--- src/rtl/alu_exec_if.sv ---
// Execute-stage bus: instruction fields flowing into the ALU and the result,
// write-back request and stall flowing back out to the ALU/EX latch and the
// pipeline control.
interface alu_exec_if #(
    parameter int XLEN = 32
);
    logic            stg_x;
    logic            in_valid;
    logic [3:0]      op;
    logic [XLEN-1:0] a;
    logic [XLEN-1:0] b;
    logic [4:0]      rd_in;
    logic            save_to_reg_in;
    logic [4:0]      rd;
    logic [XLEN-1:0] c;
    logic            save_to_reg;
    logic            busy;

    // Upstream pipeline side: presents the instruction, observes the result.
    modport master (
        output stg_x, in_valid, op, a, b, rd_in, save_to_reg_in,
        input  rd, c, save_to_reg, busy
    );

    // Execute unit side.
    modport slave (
        input  stg_x, in_valid, op, a, b, rd_in, save_to_reg_in,
        output rd, c, save_to_reg, busy
    );
endinterface

--- src/rtl/alu_exec.sv ---
// Execute stage: single-cycle integer ALU plus an iterative 32-step
// multiply/divide engine. While the engine runs, busy holds the upstream
// stages; the finished result is presented in the DONE state for exactly one
// cycle so the ALU/EX latch captures it once.
module alu_exec #(
    parameter int XLEN = 32
) (
    input  logic      stg_clk,
    input  logic      reset,
    alu_exec_if.slave bus
);

    localparam logic [3:0] OP_ADD   = 4'd0;
    localparam logic [3:0] OP_SUB   = 4'd1;
    localparam logic [3:0] OP_SLL   = 4'd2;
    localparam logic [3:0] OP_SLT   = 4'd3;
    localparam logic [3:0] OP_SLTU  = 4'd4;
    localparam logic [3:0] OP_XOR   = 4'd5;
    localparam logic [3:0] OP_SRL   = 4'd6;
    localparam logic [3:0] OP_SRA   = 4'd7;
    localparam logic [3:0] OP_OR    = 4'd8;
    localparam logic [3:0] OP_AND   = 4'd9;
    localparam logic [3:0] OP_MUL   = 4'd10;
    localparam logic [3:0] OP_MULHU = 4'd11;
    localparam logic [3:0] OP_DIV   = 4'd12;
    localparam logic [3:0] OP_DIVU  = 4'd13;
    localparam logic [3:0] OP_REM   = 4'd14;
    localparam logic [3:0] OP_REMU  = 4'd15;

    localparam logic [XLEN-1:0] ALL_ONES = {XLEN{1'b1}};
    localparam logic [XLEN-1:0] ZERO_W   = {XLEN{1'b0}};
    localparam logic [XLEN-1:0] MIN_INT  = {1'b1, {(XLEN-1){1'b0}}};
    localparam logic [5:0]      LAST_IT  = 6'd31;

    typedef enum logic [1:0] {
        IDLE = 2'd0,
        MUL  = 2'd1,
        DIV  = 2'd2,
        DONE = 2'd3
    } state_t;

    // Two's-complement negation.
    function automatic logic [XLEN-1:0] f_neg(input logic [XLEN-1:0] x);
        return ~x + {{(XLEN-1){1'b0}}, 1'b1};
    endfunction

    // Magnitude of a signed value (MIN_INT maps onto itself as unsigned 2^31).
    function automatic logic [XLEN-1:0] f_abs(input logic [XLEN-1:0] x);
        return x[XLEN-1] ? f_neg(x) : x;
    endfunction

    state_t            state_r;
    logic [5:0]        cnt_r;
    logic [3:0]        op_r;
    logic [4:0]        rd_r;
    logic              save_r;
    logic              neg_q_r;
    logic              neg_r_r;
    logic [XLEN-1:0]   opnd_r;
    logic [2*XLEN-1:0] acc_r;

    logic              is_mop_s;
    logic              is_div_s;
    logic              is_sdiv_s;
    logic              start_s;
    logic              div_zero_s;
    logic              div_ovf_s;
    logic [XLEN-1:0]   mag_a_s;
    logic [XLEN-1:0]   mag_b_s;
    logic [XLEN-1:0]   alu_res_s;
    logic [XLEN-1:0]   m_res_s;
    logic [XLEN:0]     mul_sum_s;
    logic [2*XLEN-1:0] mul_next_s;
    logic [XLEN+1:0]   div_trial_s;
    logic [2*XLEN-1:0] div_next_s;
    logic [4:0]        shamt_s;

    assign is_mop_s   = (bus.op >= OP_MUL);
    assign is_div_s   = (bus.op >= OP_DIV);
    assign is_sdiv_s  = (bus.op == OP_DIV) || (bus.op == OP_REM);
    assign start_s    = (state_r == IDLE) && bus.in_valid && is_mop_s && !bus.stg_x;
    assign div_zero_s = (bus.b == ZERO_W);
    assign div_ovf_s  = is_sdiv_s && (bus.a == MIN_INT) && (bus.b == ALL_ONES);
    assign mag_a_s    = is_sdiv_s ? f_abs(bus.a) : bus.a;
    assign mag_b_s    = is_sdiv_s ? f_abs(bus.b) : bus.b;
    assign shamt_s    = bus.b[4:0];

    // Base integer ALU, fully combinational.
    always_comb begin
        alu_res_s = ZERO_W;
        case (bus.op)
            OP_ADD:  alu_res_s = bus.a + bus.b;
            OP_SUB:  alu_res_s = bus.a - bus.b;
            OP_SLL:  alu_res_s = bus.a << shamt_s;
            OP_SLT:  alu_res_s = {{(XLEN-1){1'b0}}, ($signed(bus.a) < $signed(bus.b))};
            OP_SLTU: alu_res_s = {{(XLEN-1){1'b0}}, (bus.a < bus.b)};
            OP_XOR:  alu_res_s = bus.a ^ bus.b;
            OP_SRL:  alu_res_s = bus.a >> shamt_s;
            OP_SRA:  alu_res_s = $signed(bus.a) >>> shamt_s;
            OP_OR:   alu_res_s = bus.a | bus.b;
            OP_AND:  alu_res_s = bus.a & bus.b;
            default: alu_res_s = ZERO_W;
        endcase
    end

    // One shift-add step: accumulator holds {partial high, remaining multiplier}.
    always_comb begin
        mul_sum_s = {1'b0, acc_r[2*XLEN-1:XLEN]} + {1'b0, opnd_r};
        if (acc_r[0]) begin
            mul_next_s = {mul_sum_s, acc_r[XLEN-1:1]};
        end else begin
            mul_next_s = {1'b0, acc_r[2*XLEN-1:1]};
        end
    end

    // One restoring-division step: accumulator holds {remainder, dividend/quotient}.
    always_comb begin
        div_trial_s = {1'b0, acc_r[2*XLEN-1:XLEN-1]} - {2'b00, opnd_r};
        if (div_trial_s[XLEN+1]) begin
            div_next_s = {acc_r[2*XLEN-2:0], 1'b0};
        end else begin
            div_next_s = {div_trial_s[XLEN-1:0], acc_r[XLEN-2:0], 1'b1};
        end
    end

    // Final M-extension result with sign fix-up, valid in DONE.
    always_comb begin
        m_res_s = ZERO_W;
        case (op_r)
            OP_MUL:   m_res_s = acc_r[XLEN-1:0];
            OP_MULHU: m_res_s = acc_r[2*XLEN-1:XLEN];
            OP_DIV,
            OP_DIVU:  m_res_s = neg_q_r ? f_neg(acc_r[XLEN-1:0]) : acc_r[XLEN-1:0];
            OP_REM,
            OP_REMU:  m_res_s = neg_r_r ? f_neg(acc_r[2*XLEN-1:XLEN]) : acc_r[2*XLEN-1:XLEN];
            default:  m_res_s = ZERO_W;
        endcase
    end

    // Output steering: reset and flush force a quiet bubble; DONE replays captured fields.
    always_comb begin
        bus.busy        = 1'b0;
        bus.save_to_reg = 1'b0;
        bus.rd          = 5'd0;
        bus.c           = ZERO_W;
        if (reset) begin
            bus.busy        = 1'b0;
            bus.save_to_reg = 1'b0;
            bus.rd          = 5'd0;
            bus.c           = ZERO_W;
        end else begin
            case (state_r)
                IDLE: begin
                    bus.busy        = start_s;
                    bus.save_to_reg = bus.in_valid && bus.save_to_reg_in && !is_mop_s && !bus.stg_x;
                    bus.rd          = bus.rd_in;
                    bus.c           = is_mop_s ? ZERO_W : alu_res_s;
                end
                MUL, DIV: begin
                    bus.busy        = !bus.stg_x;
                    bus.save_to_reg = 1'b0;
                    bus.rd          = rd_r;
                    bus.c           = ZERO_W;
                end
                DONE: begin
                    bus.busy        = 1'b0;
                    bus.save_to_reg = save_r && !bus.stg_x;
                    bus.rd          = rd_r;
                    bus.c           = m_res_s;
                end
                default: begin
                    bus.busy        = 1'b0;
                    bus.save_to_reg = 1'b0;
                    bus.rd          = 5'd0;
                    bus.c           = ZERO_W;
                end
            endcase
        end
    end

    // Sequencer: captures M-ops, iterates the engine, and returns to IDLE after DONE.
    always_ff @(posedge stg_clk or posedge reset) begin
        if (reset) begin
            state_r <= IDLE;
            cnt_r   <= 6'd0;
            op_r    <= 4'd0;
            rd_r    <= 5'd0;
            save_r  <= 1'b0;
            neg_q_r <= 1'b0;
            neg_r_r <= 1'b0;
            opnd_r  <= ZERO_W;
            acc_r   <= {2*XLEN{1'b0}};
        end else if (bus.stg_x) begin
            state_r <= IDLE;
            cnt_r   <= 6'd0;
        end else begin
            case (state_r)
                IDLE: begin
                    if (start_s) begin
                        op_r   <= bus.op;
                        rd_r   <= bus.rd_in;
                        save_r <= bus.save_to_reg_in;
                        cnt_r  <= 6'd0;
                        if (is_div_s && div_zero_s) begin
                            // Quotient all ones, remainder is the dividend as given.
                            neg_q_r <= 1'b0;
                            neg_r_r <= 1'b0;
                            acc_r   <= {bus.a, ALL_ONES};
                            state_r <= DONE;
                        end else if (div_ovf_s) begin
                            neg_q_r <= 1'b0;
                            neg_r_r <= 1'b0;
                            acc_r   <= {ZERO_W, MIN_INT};
                            state_r <= DONE;
                        end else begin
                            neg_q_r <= is_sdiv_s && (bus.a[XLEN-1] ^ bus.b[XLEN-1]);
                            neg_r_r <= is_sdiv_s && bus.a[XLEN-1];
                            opnd_r  <= is_div_s ? mag_b_s : bus.b;
                            acc_r   <= {ZERO_W, (is_div_s ? mag_a_s : bus.a)};
                            state_r <= is_div_s ? DIV : MUL;
                        end
                    end
                end
                MUL: begin
                    acc_r <= mul_next_s;
                    cnt_r <= cnt_r + 6'd1;
                    if (cnt_r == LAST_IT) begin
                        state_r <= DONE;
                    end
                end
                DIV: begin
                    acc_r <= div_next_s;
                    cnt_r <= cnt_r + 6'd1;
                    if (cnt_r == LAST_IT) begin
                        state_r <= DONE;
                    end
                end
                DONE: begin
                    state_r <= IDLE;
                    cnt_r   <= 6'd0;
                end
                default: begin
                    state_r <= IDLE;
                    cnt_r   <= 6'd0;
                end
            endcase
        end
    end

endmodule

--- src/flat_wrapper.sv ---
// flat-port wrapper written by rule: the top's interface ports become plain ports
module alu_exec_flat 
#(
    parameter int XLEN = 32
)
  (stg_clk, reset, bus_stg_x, bus_in_valid, bus_op, bus_a, bus_b, bus_rd_in, bus_save_to_reg_in, bus_rd, bus_c, bus_save_to_reg, bus_busy);
  alu_exec_if #(.XLEN(XLEN)) bus_i ();
  input  logic stg_clk;
  input  logic reset;
  input wire logic [$bits(bus_i.stg_x)-1:0] bus_stg_x;
  input wire logic [$bits(bus_i.in_valid)-1:0] bus_in_valid;
  input wire logic [$bits(bus_i.op)-1:0] bus_op;
  input wire logic [$bits(bus_i.a)-1:0] bus_a;
  input wire logic [$bits(bus_i.b)-1:0] bus_b;
  input wire logic [$bits(bus_i.rd_in)-1:0] bus_rd_in;
  input wire logic [$bits(bus_i.save_to_reg_in)-1:0] bus_save_to_reg_in;
  output wire logic [$bits(bus_i.rd)-1:0] bus_rd;
  output wire logic [$bits(bus_i.c)-1:0] bus_c;
  output wire logic [$bits(bus_i.save_to_reg)-1:0] bus_save_to_reg;
  output wire logic [$bits(bus_i.busy)-1:0] bus_busy;
  assign bus_i.stg_x = bus_stg_x;
  assign bus_i.in_valid = bus_in_valid;
  assign bus_i.op = bus_op;
  assign bus_i.a = bus_a;
  assign bus_i.b = bus_b;
  assign bus_i.rd_in = bus_rd_in;
  assign bus_i.save_to_reg_in = bus_save_to_reg_in;
  assign bus_rd = bus_i.rd;
  assign bus_c = bus_i.c;
  assign bus_save_to_reg = bus_i.save_to_reg;
  assign bus_busy = bus_i.busy;
  alu_exec #(.XLEN(XLEN)) u_core (.stg_clk(stg_clk), .reset(reset), .bus(bus_i));
endmodule
--- config.mk ---
export PLATFORM = sky130hd
export DESIGN_NAME = alu_exec_flat
export DESIGN_NICKNAME = d
export VERILOG_FILES = /design/src/rtl/alu_exec_if.sv /design/src/rtl/alu_exec.sv /design/src/flat_wrapper.sv
export SDC_FILE = /design/constraint.sdc
export NUM_CORES = 1
export LEC_CHECK = 0
export CORE_MARGIN = 1
export CORE_UTILIZATION = 45
export CTS_BUF_LIST = sky130_fd_sc_hd__clkbuf_4 sky130_fd_sc_hd__clkbuf_8
export CTS_CLUSTER_DIAMETER = 80
export DETAILED_ROUTE_END_ITERATION = 10
export PLACE_DENSITY = 0.65
export REMOVE_ABC_BUFFERS = 1
export SLEW_MARGIN = 30
export SYNTH_ARGS = -nofsm -noshare
export SYNTH_HDL_FRONTEND = slang
export SYNTH_SLANG_ARGS = --single-unit
--- constraint.sdc ---
create_clock -name stg_clk -period 8.23 [get_ports stg_clk]
set_input_delay 1.646 -clock stg_clk [delete_from_list [all_inputs] [get_ports stg_clk]]
set_output_delay 1.646 -clock stg_clk [all_outputs]
set_load 0.03 [all_outputs]
Word-level counts from Yosys, hierarchy flattened
Cells that the tools add are included.
- register bits after elaboration: 116
- output and inout port bits: 39
- word-level logic and storage cells: 128
- mux-type cells: 39
- equal/unequal tests: 26
- bitwise operators: 11
- $lt $le $gt $ge: 4
- add/sub/neg operators: 9
- shift-type cells: 3
- reductions and logical operators: 27
- operator list (cell ; number):
    two-way mux 32 bit ; 11
    one-hot mux 32 bit (10 select lines) ; 1
    two-way mux 64 bit ; 4
    one-hot mux 64 bit (3 select lines) ; 1
    adder 32 x 1 -> 32 bit, second input constant ; 4
    inverter 32 bit ; 4
    one-hot mux 32 bit (4 select lines) ; 1
    one-hot mux 32 bit (3 select lines) ; 1
    == test 32 bit, second input constant ; 2
    < comparator 32 bit ; 2
    == test 4 bit, second input constant ; 10
    subtractor 33 x 32 -> 34 bit ; 1
    adder 32 x 32 -> 33 bit ; 1
    adder 32 bit ; 1
    bitwise AND 32 bit ; 1
    logical NOT 32 bit ; 1
    OR 32 bit ; 1
    left shift 32 x 5 -> 32 bit ; 1
    right shift 32 x 5 -> 32 bit ; 1
    >>> shifter 32 x 5 -> 32 bit ; 1
    subtractor 32 bit ; 1
    XOR 32 bit ; 1
    one-hot mux 6 bit (3 select lines) ; 1
    == test 4 x 3 -> 1 bit, second input constant ; 4
    other kinds (30) ; 62

Logic depth before layout (Yosys ltp)
- depth in word-level cells: 9
- mapped depth: 16
- gate-level depth less buffers: 14

Worst setup path after synthesis
Ideal clock, no wire load.
- kind: input to output
- start: input reset
- end: output bus_c[30]
- data arrival time: 6.481 ns
- setup slack: 0.103 ns
- cell stages on the path: 5
- cell sequence: inv_1 > o21ai_0 > a31o_2 > or4_1 > o211ai_1
- word-level cells in the longest chain between the ends: 1
- ends and longest elaborated chain (element ; RTL line ; text):
    from (decl) ; flat_wrapper.sv:9 ; input logic reset;
    two-way mux 32 bit ; alu_exec.sv:146 ; if (reset) begin
    to (decl) ; flat_wrapper.sv:18 ; output wire logic [$bits(bus_i.c)-1:0] bus_c;
Every way passes these cells.

Worst setup path after layout
- start: input bus_b[7]
- end: output bus_c[31]
- word-level cells in the longest chain between the ends: 5
- ends and longest elaborated chain (element ; RTL line ; text):
    from (decl) ; flat_wrapper.sv:14 ; input wire logic [$bits(bus_i.b)-1:0] bus_b;
    subtractor 32 bit or adder 32 bit (tied branches) ; alu_exec.sv:93, alu_exec.sv:92 ;
    one-hot mux 32 bit (10 select lines) * ; alu_exec.sv:91 ; case (bus.op)
    two-way mux 32 bit * ; alu_exec.sv:157 ; bus.c = is_mop_s ? ZERO_W : alu_res_s;
    one-hot mux 32 bit (3 select lines) * ; alu_exec.sv:152 ; case (state_r)
    two-way mux 32 bit * ; alu_exec.sv:146 ;
Mark *: on every way between the ends. The rest lies on a longest branch, timed or not.

==> results.yml <==
clocking:
  holdBufCountCts: 0
  cts_max_path_buffers: 2
  insertion_delay_ps: 490
  cts_setup_buffers: 0
  tritoncts: "done"
  root_buffer: "clkbuf_8"
  clock-sinks: 116
  path_clk_slew_ps: 80
  htree_levels: 4
  numCtsBuffers: 17
  cts_resized: 0
cells_and_area:
  fin_nets: 3360
  area_delta_synth_final_pct: 11.0
  finalNonFillerCells: 3732
  layout-drive-gt1-share: 0.0979
  fin_area_um2: 24300
status:
  status: "finished clean"
synthesis:
  synth-seq-area-share: 0.132
  synth_top_family_by_area: "compound AO/OA/AOI/OAI gates"
  synth.area.mux_share: 0.0999
  yosysUniqueCellTypes: 80
  synth-seq-cells: 116
  synth_top_area_frac: 0.132
  yosys.area_share.simple: 0.216
  synthArstFlopShare: 1.00
  synth_cells: 3105
  synthAdderAreaFrac: 0.104
  synth_edf_count: 0
  avgSynthCellArea_um2: 7.06
  yosys_most_used_dff: "dfrtp_1"
  yosysTopAreaCell: "dfrtp_1"
  ys.warnings.count: 0
  yosys-top-cells-area: "dfrtp_1, ha_1, a21oi_1"
  synth_xor_area_frac: 0.0451
  netlist_area_um2: 21900
  synth_compound_area_frac: 0.333
route:
  routed_wl_um: 109000
  post_drt_wl_per_cell_um: 29.1
  final_antenna_net_count: 0
  drc: 0
  post_drt_via_cell_ratio: 7.07
  vias: 26400
  drt_iter0_markers: 4193
  drt-pass1-iter-count: 6
power:
  ir_drop_v: 0.000228
  p_per_area_nw_per_um2: 327
  p_leak_nw: 9.91
sta:
  timing.slew.headroom: 0.268
  finalSetupViolations: 0
  fmax_mhz: 128
  worst_pin_slew_ps: 1090
  finalCriticalPeriod_ps: 7790
  finalSetupTns_ps: 0
  fin_skew_ps: 13.3
  post-route-period-util: 0.947
  hold_viol: 0
  rsz0062_at_grt: "no"
  maxSlewViolCount: 0
floorplanning:
  initial_core_util: 0.457
  dieHeight_um: 223
  io_pins: 117
  floorplan.rows: 80
  die-area_um2: 49600
  die-width_um: 223
  core_area_um2: 47900
worst_setup_path:
  r2r_end: "u_core.acc_r[56]"
  worstPathArrival_ps: 6150
  worstRegToRegCells: 13
  reg2reg_slack_ps: 3800
  cp_max_fo: 10
  critPathLaunchType: "input pin"
  rr_startpoint: "u_core.acc_r[31]"
  required_ps: 6580
  critPathCaptureType: "output pin"
  path_class: "input pin to output pin"
min_path:
  min_delay_worst_endpoint: "u_core.rd_r[2]"
  min-delay-start: "u_core.rd_r[2]"
  hold_class: "register to register"
  whs_path_depth: 1
place:
  io_buffers: 116
  dp_hpwl_um: 84500
  routabilityCongestion: 1.07
  dpl_cell_area_um2: 23900
  place_inst: 3698
global_routing:
  grt-ovfl-total: 0
  antenna_found_initial: 4
  grt_usage: 0.429
  grt_max_degree: 67
  grt_pass1_vias: 24600
  grt_pass1_wl_um: 161000
flow_run:
  drv_cap: 0
[cell usage after synthesis, types with 45 or more instances]
cell	instances
a22oi_1	45
a21oi_1	299
nor3_1	110
dfrtp_1	116
clkbuf_1	202
a211oi_1	48
nor2_1	322
o21ai_0	276
a21o_1	58
nand3_1	57
xnor2_1	95
mux4_2	53
nand2_1	279
ha_1	176
mux2i_1	67
inv_1	157
a221oi_1	67
[worst max-delay path by stage]
stage          slack [ps]  startpoint         to  cells after the start
2_1_floorplan         100       reset  bus_c[30]                      5
3_3_place_gp          700    bus_b[2]  bus_c[24]                     15
4_1_cts               590    bus_b[7]  bus_c[29]                     14
3_5_place_dp          600    bus_b[7]  bus_c[29]                     14
6_report              440    bus_b[7]  bus_c[31]                     14
5_1_grt               190    bus_a[0]  bus_c[24]                     15
[critical path, stage by stage]
cell and delay (ps):
clkdlybuf4s50_1 620, inv_1 160, ha_1 470, nor2_1 280, nand2_1 90, o31ai_1 480
o31ai_1 280, o21a_1 330, or4_1 460, a41oi_1 400, mux2i_1 130, nor3_1 490
a311oi_2 120, buf_12 170
[power breakdown]
group          switching [W]  leakage [nW]  internal, W
clock network       0.000264         0.202     0.000313
registers           0.000464          1.44     0.000831
logic                0.00382          8.27      0.00228
[placed cells by master (no fill, tap or decap), types with 57 or more instances in the layout]
| cell | Yosys | layout |
|---|---|---|
| a21o_1 | 58 | 58 |
| a21oi_1 | 299 | 299 |
| a221oi_1 | 67 | 67 |
| buf_4 | 0 | 115 |
| clkdlybuf4s50_1 | 0 | 85 |
| dfrtp_1 | 116 | 115 |
| ha_1 | 176 | 173 |
| inv_1 | 157 | 156 |
| mux2i_1 | 67 | 67 |
| nand2_1 | 279 | 278 |
| nand3_1 | 57 | 57 |
| nor2_1 | 322 | 320 |
| nor3_1 | 110 | 107 |
| o21ai_0 | 276 | 276 |
| xnor2_1 | 95 | 95 |
[sequential cells by signal, summed over array words and instances (netlist names)]
register	flops
u_core.neg_q_r	1
u_core.cnt_r	6
u_core.acc_r	64
u_core.op_r	4
u_core.neg_r_r	1
u_core.save_r	1
u_core.state_r	2
u_core.rd_r	5
u_core.opnd_r	32
[cell families after synthesis]
logic type,Yosys count
buffers and inverters,403
adder cells (fa/ha/maj),180
multiplexers,149
AO/OA/AOI/OAI,1132
AND/OR/NAND/NOR,1012
flip-flops,116
XOR/XNOR,113
[per-layer routing]
| metal | share of wire | track usage | up-vias |
|---|---|---|---|
| li1 | - | - | 11600 |
| met1 | 0.41 | 0.571 | 12800 |
| met2 | 0.44 | 0.669 | 1709 |
| met3 | 0.099 | 0.0821 | 308 |
| met4 | 0.051 | 0.196 | 2 |
| met5 | 0.00011 | 0 | - |
[cell type report]
class / count / area (um^2)
multi-input combinational: 2586 / 17600
fill: 4797 / 23600
clock inverter: 10 / 133
clock buffer: 21 / 270
sequential: 116 / 2900
timing repair buffer: 218 / 2060
tap: 615 / 769
inverter: 163 / 614
antenna: 3 / 7.51
[through the flow]
stage	utilization	worst slack [ps]	hold slack (ps)	power [W]
floorplan	-	103	480	0.00521
global placement	0.499	701	493	0.00705
detailed placement	0.499	604	496	0.00715
CTS	0.507	595	519	0.00776
global route	0.507	186	527	0.00852
finish	0.508	437	522	0.00797
(Power assumes the default switching activity.)
